===== src/rtl/dot_accumulator.sv =====
// dot_accumulator: requests a block of DEPTH products from the multiplier's
// result memory and sums them into a widened accumulator. The sum is then
// offered on a valid/ready output.
// Optional feature macro: DOT_ACC_MAX_TRACK_EN adds out_max / out_max_idx,
// which report the largest beat of the block and its index (first on ties).
module dot_accumulator #(
    parameter int N     = 32,
    parameter int DEPTH = 64
) (
    input  logic                          CLK,
    input  logic                          rst_n,
    input  logic                          enable,
    input  logic                          VALID_memVal,
    input  logic [N-1:0]                  memVal_data,
    output logic                          EN_blockRead,
    output logic                          out_valid,
    input  logic                          out_ready,
    output logic [N+$clog2(DEPTH)-1:0]    out_sum,
    output logic                          busy,
`ifdef DOT_ACC_MAX_TRACK_EN
    output logic [N-1:0]                  out_max,
    output logic [$clog2(DEPTH)-1:0]      out_max_idx,
`endif
    output logic                          err_drop
);

    localparam int CW = $clog2(DEPTH);
    localparam int SW = N + CW;
    localparam logic [CW-1:0] LAST_BEAT = CW'(DEPTH - 1);

    typedef enum logic [1:0] {
        IDLE  = 2'd0,
        REQ   = 2'd1,
        ACCUM = 2'd2,
        DONE  = 2'd3
    } state_t;

    state_t          r_state;
    logic [CW-1:0]   r_cnt;
    logic [SW-1:0]   r_acc;
    logic [SW-1:0]   r_out_sum;
    logic            r_en_block_read;
    logic            r_out_valid;
    logic            r_busy;
    logic            r_err_drop;

    // Incoming product zero-extended to accumulator width, and the running
    // sum including the current beat.
    logic [SW-1:0]   w_beat_ext;
    logic [SW-1:0]   w_acc_sum;

    assign w_beat_ext = {{CW{1'b0}}, memVal_data};
    assign w_acc_sum  = r_acc + w_beat_ext;

    // Main controller: state, beat counter, accumulator and all registered outputs.
    always_ff @(posedge CLK) begin
        if (!rst_n) begin
            r_state         <= IDLE;
            r_cnt           <= '0;
            r_acc           <= '0;
            r_out_sum       <= '0;
            r_en_block_read <= 1'b0;
            r_out_valid     <= 1'b0;
            r_busy          <= 1'b0;
            r_err_drop      <= 1'b0;
        end else begin
            case (r_state)
                IDLE: begin
                    if (VALID_memVal) begin
                        r_err_drop <= 1'b1;
                    end
                    if (enable) begin
                        r_state         <= REQ;
                        r_en_block_read <= 1'b1;
                        r_busy          <= 1'b1;
                    end
                end
                REQ: begin
                    // Request stays asserted until the first beat shows up.
                    if (VALID_memVal) begin
                        r_acc           <= w_beat_ext;
                        r_cnt           <= CW'(1);
                        r_state         <= ACCUM;
                        r_en_block_read <= 1'b0;
                    end
                end
                ACCUM: begin
                    // Gaps in the beat stream are simply waited out.
                    if (VALID_memVal) begin
                        if (r_cnt == LAST_BEAT) begin
                            r_out_sum   <= w_acc_sum;
                            r_cnt       <= '0;
                            r_state     <= DONE;
                            r_out_valid <= 1'b1;
                            r_busy      <= 1'b0;
                        end else begin
                            r_acc <= w_acc_sum;
                            r_cnt <= r_cnt + CW'(1);
                        end
                    end
                end
                DONE: begin
                    if (VALID_memVal) begin
                        r_err_drop <= 1'b1;
                    end
                    if (r_out_ready_hs(r_out_valid, out_ready)) begin
                        r_state     <= IDLE;
                        r_out_valid <= 1'b0;
                    end
                end
                default: begin
                    r_state <= IDLE;
                end
            endcase
        end
    end

    function automatic logic r_out_ready_hs(input logic valid, input logic ready);
        return valid & ready;
    endfunction

    assign EN_blockRead = r_en_block_read;
    assign out_valid    = r_out_valid;
    assign out_sum      = r_out_sum;
    assign busy         = r_busy;
    assign err_drop     = r_err_drop;

`ifdef DOT_ACC_MAX_TRACK_EN
    logic [N-1:0]    r_max;
    logic [CW-1:0]   r_max_idx;
    logic [N-1:0]    r_out_max;
    logic [CW-1:0]   r_out_max_idx;
    // Strictly greater keeps the first occurrence on ties.
    logic            w_new_max;

    assign w_new_max = (memVal_data > r_max);

    // Running maximum over the block; published together with the sum.
    always_ff @(posedge CLK) begin
        if (!rst_n) begin
            r_max         <= '0;
            r_max_idx     <= '0;
            r_out_max     <= '0;
            r_out_max_idx <= '0;
        end else if (VALID_memVal) begin
            if (r_state == REQ) begin
                r_max     <= memVal_data;
                r_max_idx <= '0;
            end else if (r_state == ACCUM) begin
                if (w_new_max) begin
                    r_max     <= memVal_data;
                    r_max_idx <= r_cnt;
                end
                if (r_cnt == LAST_BEAT) begin
                    r_out_max     <= w_new_max ? memVal_data : r_max;
                    r_out_max_idx <= w_new_max ? r_cnt : r_max_idx;
                end
            end
        end
    end

    assign out_max     = r_out_max;
    assign out_max_idx = r_out_max_idx;
`endif

endmodule


===== config.mk =====
export PLATFORM = sky130hd
export DESIGN_NAME = dot_accumulator
export DESIGN_NICKNAME = d
export VERILOG_FILES = /design/src/rtl/dot_accumulator.sv
export SDC_FILE = /design/constraint.sdc
export NUM_CORES = 1
export LEC_CHECK = 0
export CORE_UTILIZATION = 56
export DETAILED_ROUTE_END_ITERATION = 6
export PLACE_DENSITY = 0.8
export RECOVER_POWER = 50
export SLEW_MARGIN = 20
export SYNTH_ARGS = -nofsm -noshare
export SYNTH_HDL_FRONTEND = slang
export SYNTH_SLANG_ARGS = --single-unit

===== constraint.sdc =====
create_clock -name CLK -period 3.4 [get_ports CLK]
set_clock_uncertainty 0.2 [all_clocks]
set_input_delay 0.68 -clock CLK [delete_from_list [all_inputs] [get_ports CLK]]
set_output_delay 0.68 -clock CLK [all_outputs]
set_load 0.01 [all_outputs]

==> flow_summary.toml, run 1 <==
[logic_synthesis]
async_flop_share = 0
ys.warnings.count = 0
syn_inst = 750
yosysSeqAreaShare = 0.3053
synth-edff-count = 0
synth_nets = 825
synth_seq_cells = 88
synth_area_um2 = 5771
synth.distinct_cells = 71
synth_area_per_cell_um2 = 7.694
synthFlopType = "dfxtp_1"

[floorplan]
fp.dieW_um = 103.5
core_area_um2 = 9864
initial_utilization = 0.5850
pin_count = 79
chipHeight_um = 103.5
die_area_um2 = 10710
num_rows = 36

[critical_path]
critPathCaptureType = "flip-flop"
max_stage_delay_ns = 0.47
crit_type = "in -> reg"
path_cells = "clkdlybuf4s50_1 > ha_1 > a21oi_2 > o21bai_1 > a2111o_1 > a31oi_4 > a211oi_4 > buf_4 > buf_4 > nor2_2 > nor4_1 > a311o_1"
critical-path-top-delay-family = "compound AO/OA/AOI/OAI gates"
worst_ep_arrival_time_ns = 3.42
cpMostUsedCell = "buf_4"
path_max_fanout = 3
r2r_setup_slack_ns = 0.40
crit_required_ns = 3.46
start_kind = "input pin"
critPathSlowestCell = "a2111o_1"
cp_num_buf_inv = 3

[timing]
tightest_slew_ns = 1.740
hold_viol_final = 0
fin_crit_sh = 0.9871
maxSlewViolCount = 37
fmax_mhz = 298.0
slew_headroom = -0.1600
fin_setup_tns_ns = 0
period_needed_ns = 3.356
fin_hold_ws_ns = 0.2525
finalSetupViolCount = 0

[final_layout]
fin_nets = 958
layout_commonest_cell = "nand2_1"
num_antenna_cells = 0
areaGrowthSynthToFinish_pct = 29.25
layout_common_cells = "95 x nand2_1, 89 x buf_4, 88 x dfxtp_1"
drive_gt1_frac = 0.1522
final_area_um2 = 7458
post-route-util = 0.7561

[global_routing]
antenna_found_initial = 0
grt_pass1_wl_mm = 28.42
grt.total_usage = 0.3232
grt_pass1_vias = 6071
grt_start_max_net_pins = 47
grt_remaining_overflow = 0

[clock_network]
numCtsBuffers = 9
cts_buffer_depth = 2
cts.sinks = 88
cts.clk_slew.worst_paths_ns = 0.09
root_buffer = "clkbuf_8"
cts_tree = "built"
clk_latency_ns = 0.37
h-tree-depth = 3

[power_and_ir_drop]
p_leak_nw = 3.077
peakVddDrop_v = 0.0004820
p_total_mw = 4.616
p_per_area_nw_per_um2 = 618.9

[placement]
placed_cell_area_um2 = 7248
io_buffers = 78
gp_congestion = 0.9290
hpwl_mm = 12.43

[drt]
via_count = 6156
drt.antenna.violating_nets = 0
drt_wl_total_mm = 16.90
drt_first_pass_iters = 5
drc = 0
wl_per_cell_um = 16.56
viasPerCell = 6.035
drtIter0Drc = 373

[run_status]
violations = "capacitance limit, slew limit"
status = "complete, but fails checks"

[flow_run]
maxCapViolCount = 1

[hold_path]
hp-class = "reg -> reg"
worst reg2reg max path, stage by stage, from the launching register on:
cell,delay [ns]
dfxtp_1,0.36
ha_1,0.24
and3_1,0.22
and3_1,0.29
a21oi_1,0.78
clkbuf_2,0.50
nor2_1,0.09
a211oi_1,0.21
stage by stage:
step / cells / worst slack (ns)
2_1_floorplan: 750 / 0.2083
3_3_place_gp: 1004 / -0.3660
3_5_place_dp: 1004 / -0.4294
4_1_cts: 1020 / -0.03717
5_1_grt: 1020 / -0.008068
6_report: 1020 / 0.04376
sequential cells by signal, summed over array words and instances, names as in the netlist:
name and count:
out_sum 38, busy 1, err_drop 1, out_valid 1, EN_blockRead 1, r_acc 38
r_cnt 6, r_state 2
worst paths after layout:
check                  startpoint          end  depth (start not counted)
setup / recovery  memVal_data[21]  out_sum[32]                         12
hold / removal        out_sum[21]  out_sum[21]                          2
setup reg to reg         r_cnt[0]     r_acc[8]                          7
hold reg to reg       out_sum[21]  out_sum[21]                          2
cell usage after synthesis (6+ instances only):
cell type / n / area share
xnor2_1: 14 / 0.021
a211oi_1: 23 / 0.030
a31oi_1: 10 / 0.011
o211ai_1: 6 / 0.0078
a21o_1: 15 / 0.020
ha_1: 37 / 0.080
clkbuf_1: 43 / 0.028
and2_1: 7 / 0.0076
nand2_1: 95 / 0.062
o21ai_0: 38 / 0.033
a21oi_1: 89 / 0.077
nand3_1: 24 / 0.021
dfxtp_1: 88 / 0.31
mux2i_1: 18 / 0.031
nor2_1: 65 / 0.042
and3_1: 10 / 0.011
or3_1: 7 / 0.0076
o21bai_1: 6 / 0.0078
nor3_1: 15 / 0.013
nand4_1: 13 / 0.014
xor2_1: 13 / 0.020
inv_1: 21 / 0.014
cell type report:
type                    instances  area, um2
well taps                     133      166.4
repair buffers                171       1476
flip-flops and latches         88       1762
fillers                       769       2406
clock inverters                 3      17.52
clock buffers                  12      155.1
multi-input cells             592       3802
inverters                      21      78.83
routing by layer:
| metal | vias up | track usage | routed length, um |
|---|---|---|---|
| li1 | 2987 | - | - |
| met1 | 2903 | 0.4128 | 7438 |
| met2 | 218 | 0.5465 | 7995 |
| met3 | 48 | 0.04783 | 1013 |
| met4 | 0 | 0.1294 | 448 |
| met5 | - | 0 | 0 |
power by group:
| part | total (mW) | leakage (nW) | internal, mW | switching (mW) |
|---|---|---|---|---|
| logic | 2.65 | 2.27 | 1.17 | 1.48 |
| clock network | 0.682 | 0.0882 | 0.300 | 0.382 |
| registers | 1.29 | 0.714 | 1.19 | 0.0967 |
| total | 4.62 | 3.08 | 2.66 | 1.95 |
cells by family (layout without fill, tap and decap cells):
kind of cell,after synthesis,in the layout,synth area share
AND/OR/NAND/NOR,263,263,0.2125
AO/OA/AOI/OAI,244,244,0.2765
flip-flops,88,88,0.3053
buffers and inverters,70,207,0.04597
adder cells (fa/ha/maj),38,38,0.08369
XOR/XNOR,27,27,0.04098
multiplexers,20,20,0.03512
what timing repair did:
action                     in CTS  in global routing
setup endpoints to repair       3                 20
hold buffers                    0                  0
buffers inserted                1                  0
gates resized for setup         2                 16
pin swaps                       2                  8
(Power assumes the default switching activity.)
==> run 2: changes to the inputs <==
Settings changed: CORE_MARGIN set to 2, GPL_TIMING_DRIVEN set to 0.
==> flow_summary.toml, run 2 (synthesized netlist as in run 1, its figures left out) <==
[run_status]
status = "complete, but fails checks"
violations = "DRC"

[final_layout]
areaGrowthSynthToFinish_pct = 22.77
num_antenna_cells = 0
layout_commonest_cell = "nand2_1"
fin_nets = 917
instances_no_fill = 982
layout_common_cells = "95 x nand2_1, 88 x dfxtp_1, 85 x a21oi_1"
drive_gt1_frac = 0.07447

[drt]
drc = 3
wl_per_cell_um = 19.20
drt.antenna.violating_nets = 0
drt_first_pass_iters = 7
drtIter0Drc = 615
viasPerCell = 6.322
drt_wl_total_mm = 18.85
via_count = 6208

[timing]
slew_headroom = 0.3781
fin_hold_ws_ns = 0.2526
period_needed_ns = 3.394
maxSlewViolCount = 0
fin_crit_sh = 0.9982
tightest_slew_ns = 0.9329
hold_viol_final = 0
fmax_mhz = 294.7
fin_setup_tns_ns = 0
finalSetupViolCount = 0
grt_setup_unrepaired = "yes"

[critical_path]
cpMostUsedCell = "a21oi_1"
cp_num_buf_inv = 1
crit_required_ns = 3.43
worst_ep_arrival_time_ns = 3.42
start_kind = "input pin"
crit_type = "in -> reg"
critPathSlowestCell = "clkdlybuf4s50_1"
rr_worst_depth = 9
path_cells = "clkdlybuf4s50_1 > ha_1 > a21o_1 > a21oi_1 > a31oi_2 > o21ai_4 > nand4_1 > and2_4 > o311ai_1 > a21oi_1"
path_max_fanout = 5
crit_cells = 10
critical-path-top-delay-family = "compound AO/OA/AOI/OAI gates"
critPathCaptureType = "flip-flop"
max_stage_delay_ns = 0.44

[clock_network]
cts_tree = "built"
h-tree-depth = 3
numCtsBuffers = 9
clk_latency_ns = 0.37
cts_buffer_depth = 2
root_buffer = "clkbuf_8"
cts.sinks = 88
cts.clk_slew.worst_paths_ns = 0.09
hold_buffers = 0

[placement]
dpl.cell_count = 963
io_buffers = 77
gp_congestion = 0.9699
hpwl_mm = 13.81

[floorplan]
fp.dieW_um = 105.5
num_rows = 37
core_area_um2 = 10180
die_area_um2 = 11130
chipHeight_um = 105.5
initial_utilization = 0.5666
pin_count = 79

[power_and_ir_drop]
p_leak_nw = 2.769
peakVddDrop_v = 0.0003520
p_per_area_nw_per_um2 = 633.8

[global_routing]
antenna_found_initial = 0
grt_pass1_vias = 5770
grt.total_usage = 0.3319
grt_start_max_net_pins = 14
grt_pass1_wl_mm = 29.15
grt_remaining_overflow = 0

[hold_path]
min_path_cells = 2
hp-class = "reg -> reg"

[flow_run]
maxCapViolCount = 0
[run 2: cell count changes in the layout (fill, tap and decap cells not counted), sizes merged]
cell,previous run,this run
buf,90,10
clkbuf,15,54
bufinv,0,2
clkdlybuf4s50,34,32
clkinvlp,1,0
dlygate4sd2,0,1
[run 2: worst paths after layout]
check                 start          end  slack (ns)
min reg2reg     out_sum[21]  out_sum[21]        0.25
max          memVal_data[3]  out_sum[37]       0.006
min             out_sum[21]  out_sum[21]        0.25
max reg2reg        r_cnt[0]    r_acc[29]        0.22
[run 2: cell type report]
cell class / count / area, um2
flip-flops and latches: 88 / 1762
clock inverters: 4 / 70.07
plain buffers: 45 / 176.4
multi-input cells: 592 / 3864
repair buffers: 85 / 832.0
inverters: 21 / 78.83
clock buffers: 11 / 131.4
well taps: 136 / 170.2
fillers: 883 / 3100
[run 2: repair_timing]
item | CTS | global route
setup buffers | 6 | 2
gates cloned | 0 | 0
gates resized for setup | 10 | 26
endpoints found under the setup margin | 13 | 37
pin swaps | 9 | 6
[run 2: power by group]
group | internal [mW] | leakage, nW | switching (mW)
Sequential | 1.19 | 0.714 | 0.0959
Clock | 0.409 | 0.103 | 0.387
Combinational | 0.888 | 1.95 | 1.52
[run 2: per-stage QoR]
| step | instance area, um2 | utilization | power, mW | setup WS, ns |
|---|---|---|---|---|
| after global placement | 6711 | 0.6590 | 3.459 | -0.5866 |
| after CTS | 6990 | 0.6864 | 4.339 | 0.01580 |
| after floorplan | 5771 | - | 2.913 | 0.2083 |
| after global routing | 7084 | 0.6956 | 4.749 | -0.04679 |
| final | 7084 | 0.6956 | 4.490 | 0.006203 |
| after detailed placement | 6711 | 0.6590 | 3.523 | -0.6423 |
[run 2: per-layer routing]
layer,track usage,routed length [um],vias to the layer above
met5,0,0,-
met4,0.1297,524,0
met3,0.06432,1778,49
met2,0.5378,8753,322
met1,0.4361,7797,2931
li1,-,-,2906
[run 2: worst reg2reg max path, delay by kind of cell, from the launching register on]
kind,cells,cell delay [ns]
AOI/OAI and AO/OA,3,0.77
adders and majority gates,1,0.24
buffers and inverters,3,1.14
and+or+nand+nor,2,0.39
DFF,1,0.36
==> run 3: changes to the inputs <==
Settings changed: CORE_UTILIZATION 56 to 60, PLACE_DENSITY 0.8 to 0.85.
Clock period 3.4 ns to 4.1 ns, I/O delays scaled along.
==> flow_summary.toml, run 3 (synthesized netlist as in run 1, its figures left out) <==
[floorplan]
die_area_um2 = 10420
core_area_um2 = 9284
num_rows = 35
pin_count = 79
chipHeight_um = 102.1
initial_utilization = 0.6216
fp.dieW_um = 102.1

[global_routing]
grt_remaining_overflow = 0
antenna_found_initial = 0
grt_pass1_wl_mm = 30.58
grt_start_max_net_pins = 17
grt_pass1_vias = 6198
grt.total_usage = 0.3740

[timing]
finalSetupViolCount = 0
slew_headroom = 0.3919
setup_ws_ns = 0.2691
grt_setup_unrepaired = "no"
maxSlewViolCount = 0
fin_crit_sh = 0.9344
period_needed_ns = 3.831
fmax_mhz = 261.0
tightest_slew_ns = 0.9121
fin_hold_ws_ns = 0.2557
hold_viol_final = 0

[placement]
dpl.cell_count = 956
pre_cts_slack_ns = -0.05720
hpwl_mm = 14.24
io_buffers = 77
gp_congestion = 1.001

[final_layout]
layout_common_cells = "95 x nand2_1, 89 x a21oi_1, 88 x dfxtp_1"
num_antenna_cells = 0
layout_commonest_cell = "nand2_1"
post-route-util = 0.7435
areaGrowthSynthToFinish_pct = 19.62
drive_gt1_frac = 0.03796
fin_nets = 913
instances_no_fill = 972

[clock_network]
clk_latency_ns = 0.38
cts.sinks = 88
cts_resized = 0
h-tree-depth = 3
cts_buffer_depth = 2
cts.clk_slew.worst_paths_ns = 0.10
cts_tree = "built"
root_buffer = "clkbuf_8"
numCtsBuffers = 9
hold_buffers = 0
postCtsSetupBuffers = 0

[drt]
drc = 0
drtIter0Drc = 482
drt_wl_total_mm = 19.09
drt_first_pass_iters = 5
viasPerCell = 6.461
via_count = 6280
wl_per_cell_um = 19.64
drt.antenna.violating_nets = 0

[power_and_ir_drop]
p_per_area_nw_per_um2 = 527.3
peakVddDrop_v = 0.0002917
p_leak_nw = 2.704

[critical_path]
crit_required_ns = 4.22
cp-startpoint = "memVal_data[0]"
critPathCaptureType = "flip-flop"
start_kind = "input pin"
path_max_fanout = 7
critPathSlowestCell = "or4_1"
path_cells = "clkdlybuf4s50_1 > ha_1 > inv_1 > fa_1 > nor2b_1 > o31a_1 > o21bai_1 > a31o_4 > a211oi_4 > o211ai_4 > or4_1 > nand2_1"
worst_ep_arrival_time_ns = 3.95
max_stage_delay_ns = 0.52
worstReg2RegStart = "r_cnt[0]"
crit_type = "in -> reg"

[hold_path]
hp-class = "reg -> reg"
hp-start = "out_sum[14]"

[run_status]
status = "finished, final reports clean"

[flow_run]
maxCapViolCount = 0
[run 3: cell count changes in the layout (fill, tap and decap cells not counted), sizes merged, moves of 2 or more]
cell	before	now
clkinvlp	0	2
buf	10	3
clkinv	2	0
clkbuf	54	56
clkdlybuf4s50	32	34
inv	21	24
[run 3: final timing paths]
path | slack (ns) | to | depth (start not counted)
max | 0.27 | r_acc[36] | 12
min | 0.26 | out_sum[14] | 2
max reg2reg | 0.55 | r_acc[8] | 8
min reg2reg | 0.26 | out_sum[14] | 2
[run 3: through the flow]
step	cell area, um2	total power, mW	TNS [ns]
detailed placement	6703	2.934	-0.06558
floorplan	5771	2.415	0
global placement	6703	2.855	0
CTS	6914	3.586	0
finish	6903	3.640	0
global route	6903	3.853	0
[run 3: worst max-delay path: cells and delay by family]
kind                       cells  cell delay [ns]
AOI/OAI and AO/OA              5             1.22
adders and majority gates      2             0.59
buffers and inverters          2             0.54
and+or+nand+nor                3             0.78
[run 3: final cells by class]
type	count	area (um2)
Multi-Input combinational cell	592	3732
Inverter	21	78.83
Sequential cell	88	1762
Buffer	49	186.4
Timing Repair Buffer	77	770.7
Clock inverter	6	73.82
Tap cell	129	161.4
Fill cell	757	2381
Clock buffer	10	137.6
[run 3: routing by layer]
layer	track usage	vias to the layer above	share of wire
met3	0.06088	67	0.089
li1	-	2888	-
met4	0.1949	0	0.038
met5	0	-	0
met2	0.6184	362	0.47
met1	0.4702	2963	0.41
[run 3: power breakdown]
part | switching, mW | total, mW | leakage [nW] | internal [mW]
logic | 1.23 | 1.91 | 1.89 | 0.682
clock network | 0.355 | 0.662 | 0.101 | 0.307
registers | 0.0807 | 1.07 | 0.714 | 0.985
